$ cat config.mk
export PLATFORM = sky130hd
export DESIGN_NAME = riscv_insn_prefetcher
export DESIGN_NICKNAME = d
export VERILOG_FILES = /design/src/rtl/riscv_pkg.sv /design/src/rtl/riscv_parcel_fifo.sv /design/src/rtl/riscv_insn_prefetcher.sv
export SDC_FILE = /design/constraint.sdc
export NUM_CORES = 1
export LEC_CHECK = 0
export BUFFER_PORTS_ARGS = -buffer_cell sky130_fd_sc_hd__buf_2
export CAP_MARGIN = 0
export CORE_ASPECT_RATIO = 0.6
export CORE_MARGIN = 4
export CORE_UTILIZATION = 37
export CTS_CLUSTER_SIZE = 28
export DETAILED_ROUTE_END_ITERATION = 6
export PLACE_DENSITY_LB_ADDON = 0.3
export SLEW_MARGIN = 0
export SYNTH_ARGS = -nofsm -noshare
export SYNTH_HDL_FRONTEND = slang
export SYNTH_HIERARCHICAL = 1
export SYNTH_SLANG_ARGS = --single-unit
export TNS_END_PERCENT = 30
$ cat constraint.sdc
create_clock -name clock -period 2.65 [get_ports clock]
set_input_delay 0.53 -clock clock [delete_from_list [all_inputs] [get_ports clock]]
set_output_delay 0.53 -clock clock [all_outputs]
set_load 0.005 [all_outputs]
$ cat src/rtl/riscv_pkg.sv
// Shared types for the instruction prefetch path.
//   PrefetchState : bus-side FSM states of the prefetcher
//   parcel_t      : one 16-bit instruction parcel
//   isInsn32      : true when a parcel starts a 32-bit (non-compressed) instruction; the core
//                   decoder uses the same test
package riscv_pkg;

  typedef enum logic [1:0] {
    S_IDLE,
    S_FETCH,
    S_DISCARD
  } PrefetchState;

  typedef logic [15:0] parcel_t;

  function automatic logic isInsn32(input parcel_t parcel);
    return parcel[1:0] == 2'b11;
  endfunction

endpackage

$ cat src/rtl/riscv_parcel_fifo.sv
// Circular buffer of 16-bit instruction parcels.
// Ports:
//   clock, reset        rising-edge clock, asynchronous active-high reset (clears storage)
//   flush               drop every queued parcel (pointers and count cleared)
//   push_count          0/1/2 parcels to append; push_lo goes in first, then push_hi
//   pop_count           0/1/2 parcels to remove from the head
//   head0, head1        oldest and second-oldest parcel
//   count               parcels currently held (0..DEPTH)
// The caller guarantees no overflow and no pop beyond count.
module riscv_parcel_fifo
  import riscv_pkg::*;
#(
  parameter int unsigned DEPTH = 4
) (
  input  logic                     clock,
  input  logic                     reset,
  input  logic                     flush,
  input  logic [1:0]               push_count,
  input  parcel_t                  push_lo,
  input  parcel_t                  push_hi,
  input  logic [1:0]               pop_count,
  output parcel_t                  head0,
  output parcel_t                  head1,
  output logic [$clog2(DEPTH):0]   count
);

  localparam int unsigned PTR_W = $clog2(DEPTH);
  localparam int unsigned CNT_W = PTR_W + 1;

  parcel_t           storage [DEPTH];
  logic [PTR_W-1:0]  rd_ptr;
  logic [PTR_W-1:0]  wr_ptr;
  logic [PTR_W-1:0]  rd_ptr_next1;
  logic [PTR_W-1:0]  wr_ptr_next1;

  assign rd_ptr_next1 = rd_ptr + 1'b1;
  assign wr_ptr_next1 = wr_ptr + 1'b1;
  assign head0 = storage[rd_ptr];
  assign head1 = storage[rd_ptr_next1];

  always_ff @(posedge clock or posedge reset) begin
    if (reset) begin
      rd_ptr <= '0;
      wr_ptr <= '0;
      count  <= '0;
      for (int i = 0; i < int'(DEPTH); i++) begin
        storage[i] <= '0;
      end
    end else if (flush) begin
      rd_ptr <= '0;
      wr_ptr <= '0;
      count  <= '0;
    end else begin
      if (push_count != 2'd0) begin
        storage[wr_ptr] <= push_lo;
      end
      if (push_count == 2'd2) begin
        storage[wr_ptr_next1] <= push_hi;
      end
      // Depth is a power of two, so pointers wrap by natural overflow.
      wr_ptr <= wr_ptr + PTR_W'(push_count);
      rd_ptr <= rd_ptr + PTR_W'(pop_count);
      count  <= count + CNT_W'(push_count) - CNT_W'(pop_count);
    end
  end

endmodule

$ cat src/rtl/riscv_insn_prefetcher.sv
// Instruction prefetch unit: streams 32-bit bus words into a parcel queue and presents one
// aligned instruction per cycle to decode over a valid/accept handshake.
// Ports:
//   clock, reset                  rising-edge clock, asynchronous active-high reset
//   memAddress, memStrobe         word fetch request; strobe held until memReady
//   memDataRead, memReady         returned word (little-endian) and access-complete
//   insnValid, insnCode           presented instruction (compressed code in [15:0])
//   insnIsCompressed, insnPc      compressed flag and halfword PC of presented instruction
//   insnAccept                    decode consumes the presented instruction
//   redirectValid, redirectPc     load a new halfword PC and flush the queue
// Build option: define RISCV_PREFETCH_RVC_EN for compressed-instruction support. Without it every
// instruction is 32-bit, PCs are kept even and whole words are always enqueued.
module riscv_insn_prefetcher
  import riscv_pkg::*;
#(
  parameter int unsigned ADDRESS_SIZE     = 15,
  parameter int unsigned QUEUE_PARCELS    = 4,
  parameter int unsigned RESET_PC_ADDRESS = 0
) (
  input  logic                    clock,
  input  logic                    reset,
  output logic [ADDRESS_SIZE-1:0] memAddress,
  output logic                    memStrobe,
  input  logic [31:0]             memDataRead,
  input  logic                    memReady,
  output logic                    insnValid,
  output logic [31:0]             insnCode,
  output logic                    insnIsCompressed,
  output logic [ADDRESS_SIZE:0]   insnPc,
  input  logic                    insnAccept,
  input  logic                    redirectValid,
  input  logic [ADDRESS_SIZE:0]   redirectPc
);

  localparam int unsigned PC_W  = ADDRESS_SIZE + 1;
  localparam int unsigned CNT_W = $clog2(QUEUE_PARCELS) + 1;

`ifdef RISCV_PREFETCH_RVC_EN
  localparam logic RVC = 1'b1;
`else
  localparam logic RVC = 1'b0;
`endif

  // Without compressed support PCs are halfword-even, so bit 0 is masked everywhere.
  localparam logic [PC_W-1:0]  PC_MASK  = RVC ? {PC_W{1'b1}} : {{ADDRESS_SIZE{1'b1}}, 1'b0};
  localparam logic [PC_W-1:0]  RESET_PC = PC_W'(RESET_PC_ADDRESS >> 1) & PC_MASK;
  localparam logic [CNT_W-1:0] FULL     = CNT_W'(QUEUE_PARCELS);

  PrefetchState     state;
  logic [PC_W-1:0]  fetchPc;

  parcel_t          head0;
  parcel_t          head1;
  logic [CNT_W-1:0] count;
  logic             head_is32;
  logic             accept_fire;
  logic             fetch_done;
  logic             upper_only;
  logic             room;
  logic [1:0]       push_count;
  logic [1:0]       pop_count;
  parcel_t          push_lo;
  logic [PC_W-1:0]  insn_step;
  logic [PC_W-1:0]  fetch_step;

  always_comb begin
    head_is32        = RVC ? isInsn32(head0) : 1'b1;
    insnValid        = head_is32 ? (count >= CNT_W'(2)) : (count != '0);
    insnIsCompressed = (count != '0) && !head_is32;
    insnCode         = head_is32 ? {head1, head0} : {16'h0000, head0};

    accept_fire = insnAccept && insnValid && !redirectValid;
    pop_count   = accept_fire ? (head_is32 ? 2'd2 : 2'd1) : 2'd0;
    insn_step   = head_is32 ? PC_W'(2) : PC_W'(1);

    // An odd fetch PC only wants the upper half of its word.
    upper_only = RVC && fetchPc[0];
    fetch_done = (state == S_FETCH) && memReady && !redirectValid;
    push_count = fetch_done ? (upper_only ? 2'd1 : 2'd2) : 2'd0;
    push_lo    = upper_only ? memDataRead[31:16] : memDataRead[15:0];
    fetch_step = upper_only ? PC_W'(1) : PC_W'(2);

    // Count only shrinks while idle, so judging room from the current count is safe.
    room = (count <= FULL - CNT_W'(2)) || (upper_only && (count <= FULL - CNT_W'(1)));
  end

  riscv_parcel_fifo #(
    .DEPTH (QUEUE_PARCELS)
  ) u_fifo (
    .clock      (clock),
    .reset      (reset),
    .flush      (redirectValid),
    .push_count (push_count),
    .push_lo    (push_lo),
    .push_hi    (memDataRead[31:16]),
    .pop_count  (pop_count),
    .head0      (head0),
    .head1      (head1),
    .count      (count)
  );

  always_ff @(posedge clock or posedge reset) begin
    if (reset) begin
      state      <= S_IDLE;
      fetchPc    <= RESET_PC;
      insnPc     <= RESET_PC;
      memAddress <= RESET_PC[PC_W-1:1];
      memStrobe  <= 1'b0;
    end else begin
      if (accept_fire) begin
        insnPc <= insnPc + insn_step;
      end
      unique case (state)
        S_IDLE: begin
          if (!redirectValid && room) begin
            state      <= S_FETCH;
            memAddress <= fetchPc[PC_W-1:1];
            memStrobe  <= 1'b1;
          end
        end
        S_FETCH: begin
          if (memReady) begin
            // Completion coinciding with a redirect is simply dropped.
            memStrobe <= 1'b0;
            state     <= S_IDLE;
            if (!redirectValid) begin
              fetchPc <= fetchPc + fetch_step;
            end
          end else if (redirectValid) begin
            state <= S_DISCARD;
          end
        end
        S_DISCARD: begin
          if (memReady) begin
            memStrobe <= 1'b0;
            state     <= S_IDLE;
          end
        end
        default: state <= S_IDLE;
      endcase
      if (redirectValid) begin
        fetchPc <= redirectPc & PC_MASK;
        insnPc  <= redirectPc & PC_MASK;
      end
    end
  end

endmodule

==> results.yml <==
critical_path:
  start_kind: "flop"
  critPathLaunch: "u_fifo/rd_ptr[1]"
  cp.required_ns: 2.12
  ff2ff_path_depth: 10
  critPathKind: "flop to output port"
  r2r-start: "state[1]"
  end_kind: "output port"
  arrival_ns: 2.00
  crit_fanout: 12
floorplanning:
  die_w_um: 181
  rows: 37
  core-area_um2: 17400
  die_h_um: 112
  io_pins: 119
  start_util_pct: 38.2
  dieArea_um2: 20200
logic_synthesis:
  synth_area_leaders: "dfrtp_1 (45%), mux4_2 (11%), o22ai_1 (6.0%)"
  synthCells: 526
  ys_seq_area_share_pct: 44.9
  synth_warnings: 6
  synth_area_leader_cell: "dfrtp_1"
  synth_edf_count: 0
  avgSynthCellArea_um2: 12.6
  synth-main-ff-cell: "dfrtp_1"
  ys_ff_latch: 119
  netlist.area_leader.share_pct: 44.9
  synth_cell_types: 57
  syn-cell-area_um2: 6640
  async_reset_ff_share_pct: 100
drt:
  drc: 0
  vias_per_cell: 5.79
  firstDrtPassIters: 5
  vias: 5239
  wl_per_cell_um: 20.6
  routed_wl_um: 18600
  drt-initial-drc-count: 473
  ant_nets: 0
timing:
  min_period_ns: 2.53
  worstMarginPinSlew_ns: 0.741
  final-setup-viol-count: 0
  fin_crit_sh_pct: 95.4
  hold_viol_final: 0
  max_freq_mhz: 395
  slew_viol_final: 0
  rsz0062_at_grt: "false"
  tns_ns: 0
  max_slew_margin_pct: 50.5
  finalClockSkew_ns: 0.00694
global_routing:
  antenna_found_initial: 1
  gr-total-overflow: 0
  grt.met2_usage_pct: 28.6
  grt_usage_pct: 18.6
  grt_max_degree: 42
  top_usage_layer: "met2"
  grt_pass1_vias: 5433
  grt_pass1_wl_um: 29900
  use_met1_pct: 26.1
  use_met3_pct: 3.92
power_and_ir_drop:
  p_int_mw: 5.62
  vdd_ir_drop_max_mv: 0.424
  pwr-share-clk_pct: 27.7
  leakage_nw: 3.44
  power_frac_seq_pct: 38.1
  power_frac_comb_pct: 34.3
  power_density_nw_per_um2: 1010
  switching_power_mw: 2.64
  p_sw_share_pct: 31.9
clock_tree:
  cts_resized: 0
  cts_buffer_depth: 2
  cts_sinks: 119
  cts_tree: "done"
  post_cts_buffers: 0
  clkLatencyLatePin_ns: 0.41
  htreeDepth: 4
  cts_made_buffers: 17
  hold_buffers: 0
  clk_pin_slew_worst_paths_ns: 0.05
  cts_root_buf: "clkbuf_16"
worst_hold_path:
  hold_class: "primary input to async pin"
cells_and_area:
  layout_commonest_cell: "dfrtp_1"
  final_cell_count_no_fill: 905
  area_growth_pct: 23.2
  antenna_cells: 0
  nets: 724
  final_cell_mix: "dfrtp_1 (118), buf_2 (115), o22ai_1 (64), a2bb2oi_1 (40), mux2_2 (34)"
  fill_cells: 1523
  drive_gt1_share_pct: 42.9
placed_design:
  io_buffer_count: 115
  gp_congestion: 0.833
  hpwl_um: 13400
  dpl.cell_count: 874
job:
  max_cap_viol_count: 0
outcome:
  status: "finished clean"
## registers in the layout, summed over array words and instances, names as in the netlist
name            cells
fetchPc            15
u_fifo/wr_ptr       2
insnPc             15
u_fifo/count        3
u_fifo/rd_ptr       2
u_fifo/storage     64
state               2
memStrobe           1
memAddress         15
## metrics by stage
step                hold slack, ns  instance area [µm²]  power [mW]  setup slack (ns)  utilization, %
global placement             0.465                 7590        5.85             0.311            43.7
global route                 0.177                 8180        8.74           0.00678            47.1
detailed placement           0.474                 7590        6.00             0.289            43.7
CTS                          0.148                 8180        8.32            0.0953            47.1
finish                       0.151                 8180        8.25             0.121            47.1
floorplan                    0.473                 6660        4.87             0.107               -
## final timing paths
kind	endpoint	slack, ns
worst max-delay path	insnCode[0]	0.12
worst min-delay path	memAddress[12]	0.15
worst max register to register	u_fifo/storage[43]	0.31
worst min register to register	memStrobe	0.49
max in group asynchronous	u_fifo/storage[63]	1.72
min in group clock	insnPc[6]	0.37
## power by group through the flow
stage / Sequential [mW] / Clock (mW) / Combinational, mW
after CTS: 3.12 / 2.33 / 2.87
after global placement: 3.08 / 0 / 2.77
after floorplan: 2.94 / 0 / 1.93
final: 3.14 / 2.28 / 2.83
after global routing: 3.24 / 2.43 / 3.07
after detailed placement: 3.15 / 0 / 2.85
## layout make-up
cell class / instances / area [µm²] / share of cell area [%]
inverter: 20 / 75.1 / 0.918
sequential: 119 / 2980 / 36.4
tap: 234 / 293 / 3.58
clock inverter: 11 / 125 / 1.53
timing repair buffer: 147 / 841 / 10.3
multi-input combinational: 354 / 3400 / 41.6
clock buffer: 20 / 467 / 5.71
## synth_stat cells, types with 6 or more instances
cell       count
buf_2         14
xnor2_1       15
mux2_2        34
nor4_1         9
ha_1          10
nor3_1         6
a2bb2oi_1     40
nand4_1        8
inv_1         19
nor2_1        15
a2bb2oi_2     20
nand2_1       11
o22ai_1       64
mux4_2        32
xor2_1        14
clkbuf_1      16
dfrtp_1      119
## routing by layer
layer | routed length (µm) | part of all wire [%] | vias up
met5 | 7 | 0.038 | -
met4 | 288 | 1.5 | 2
met3 | 1170 | 6.3 | 34
met2 | 8780 | 47 | 201
met1 | 8380 | 45 | 2679
li1 | - | - | 2323
## worst max-delay path, cell delays in order, from the launching register on
cell     delay [ns]
dfrtp_1        0.78
buf_4          0.32
mux4_2         0.34
buf_2          0.15
## kinds of logic (layout without fill, tap and decap cells)
group,count (synthesis),after routing,synth area share (%)
AO/OA/AOI/OAI,160,160,20.6
flip-flops,119,119,44.9
AND/OR/NAND/NOR,80,80,7.16
multiplexers,67,67,16.8
XOR/XNOR,29,29,3.83
other,1,6,0.0565
adder cells (fa/ha/maj),12,12,2.49
buffers and inverters,58,198,4.22
Power figures use the tool's default switching activity.
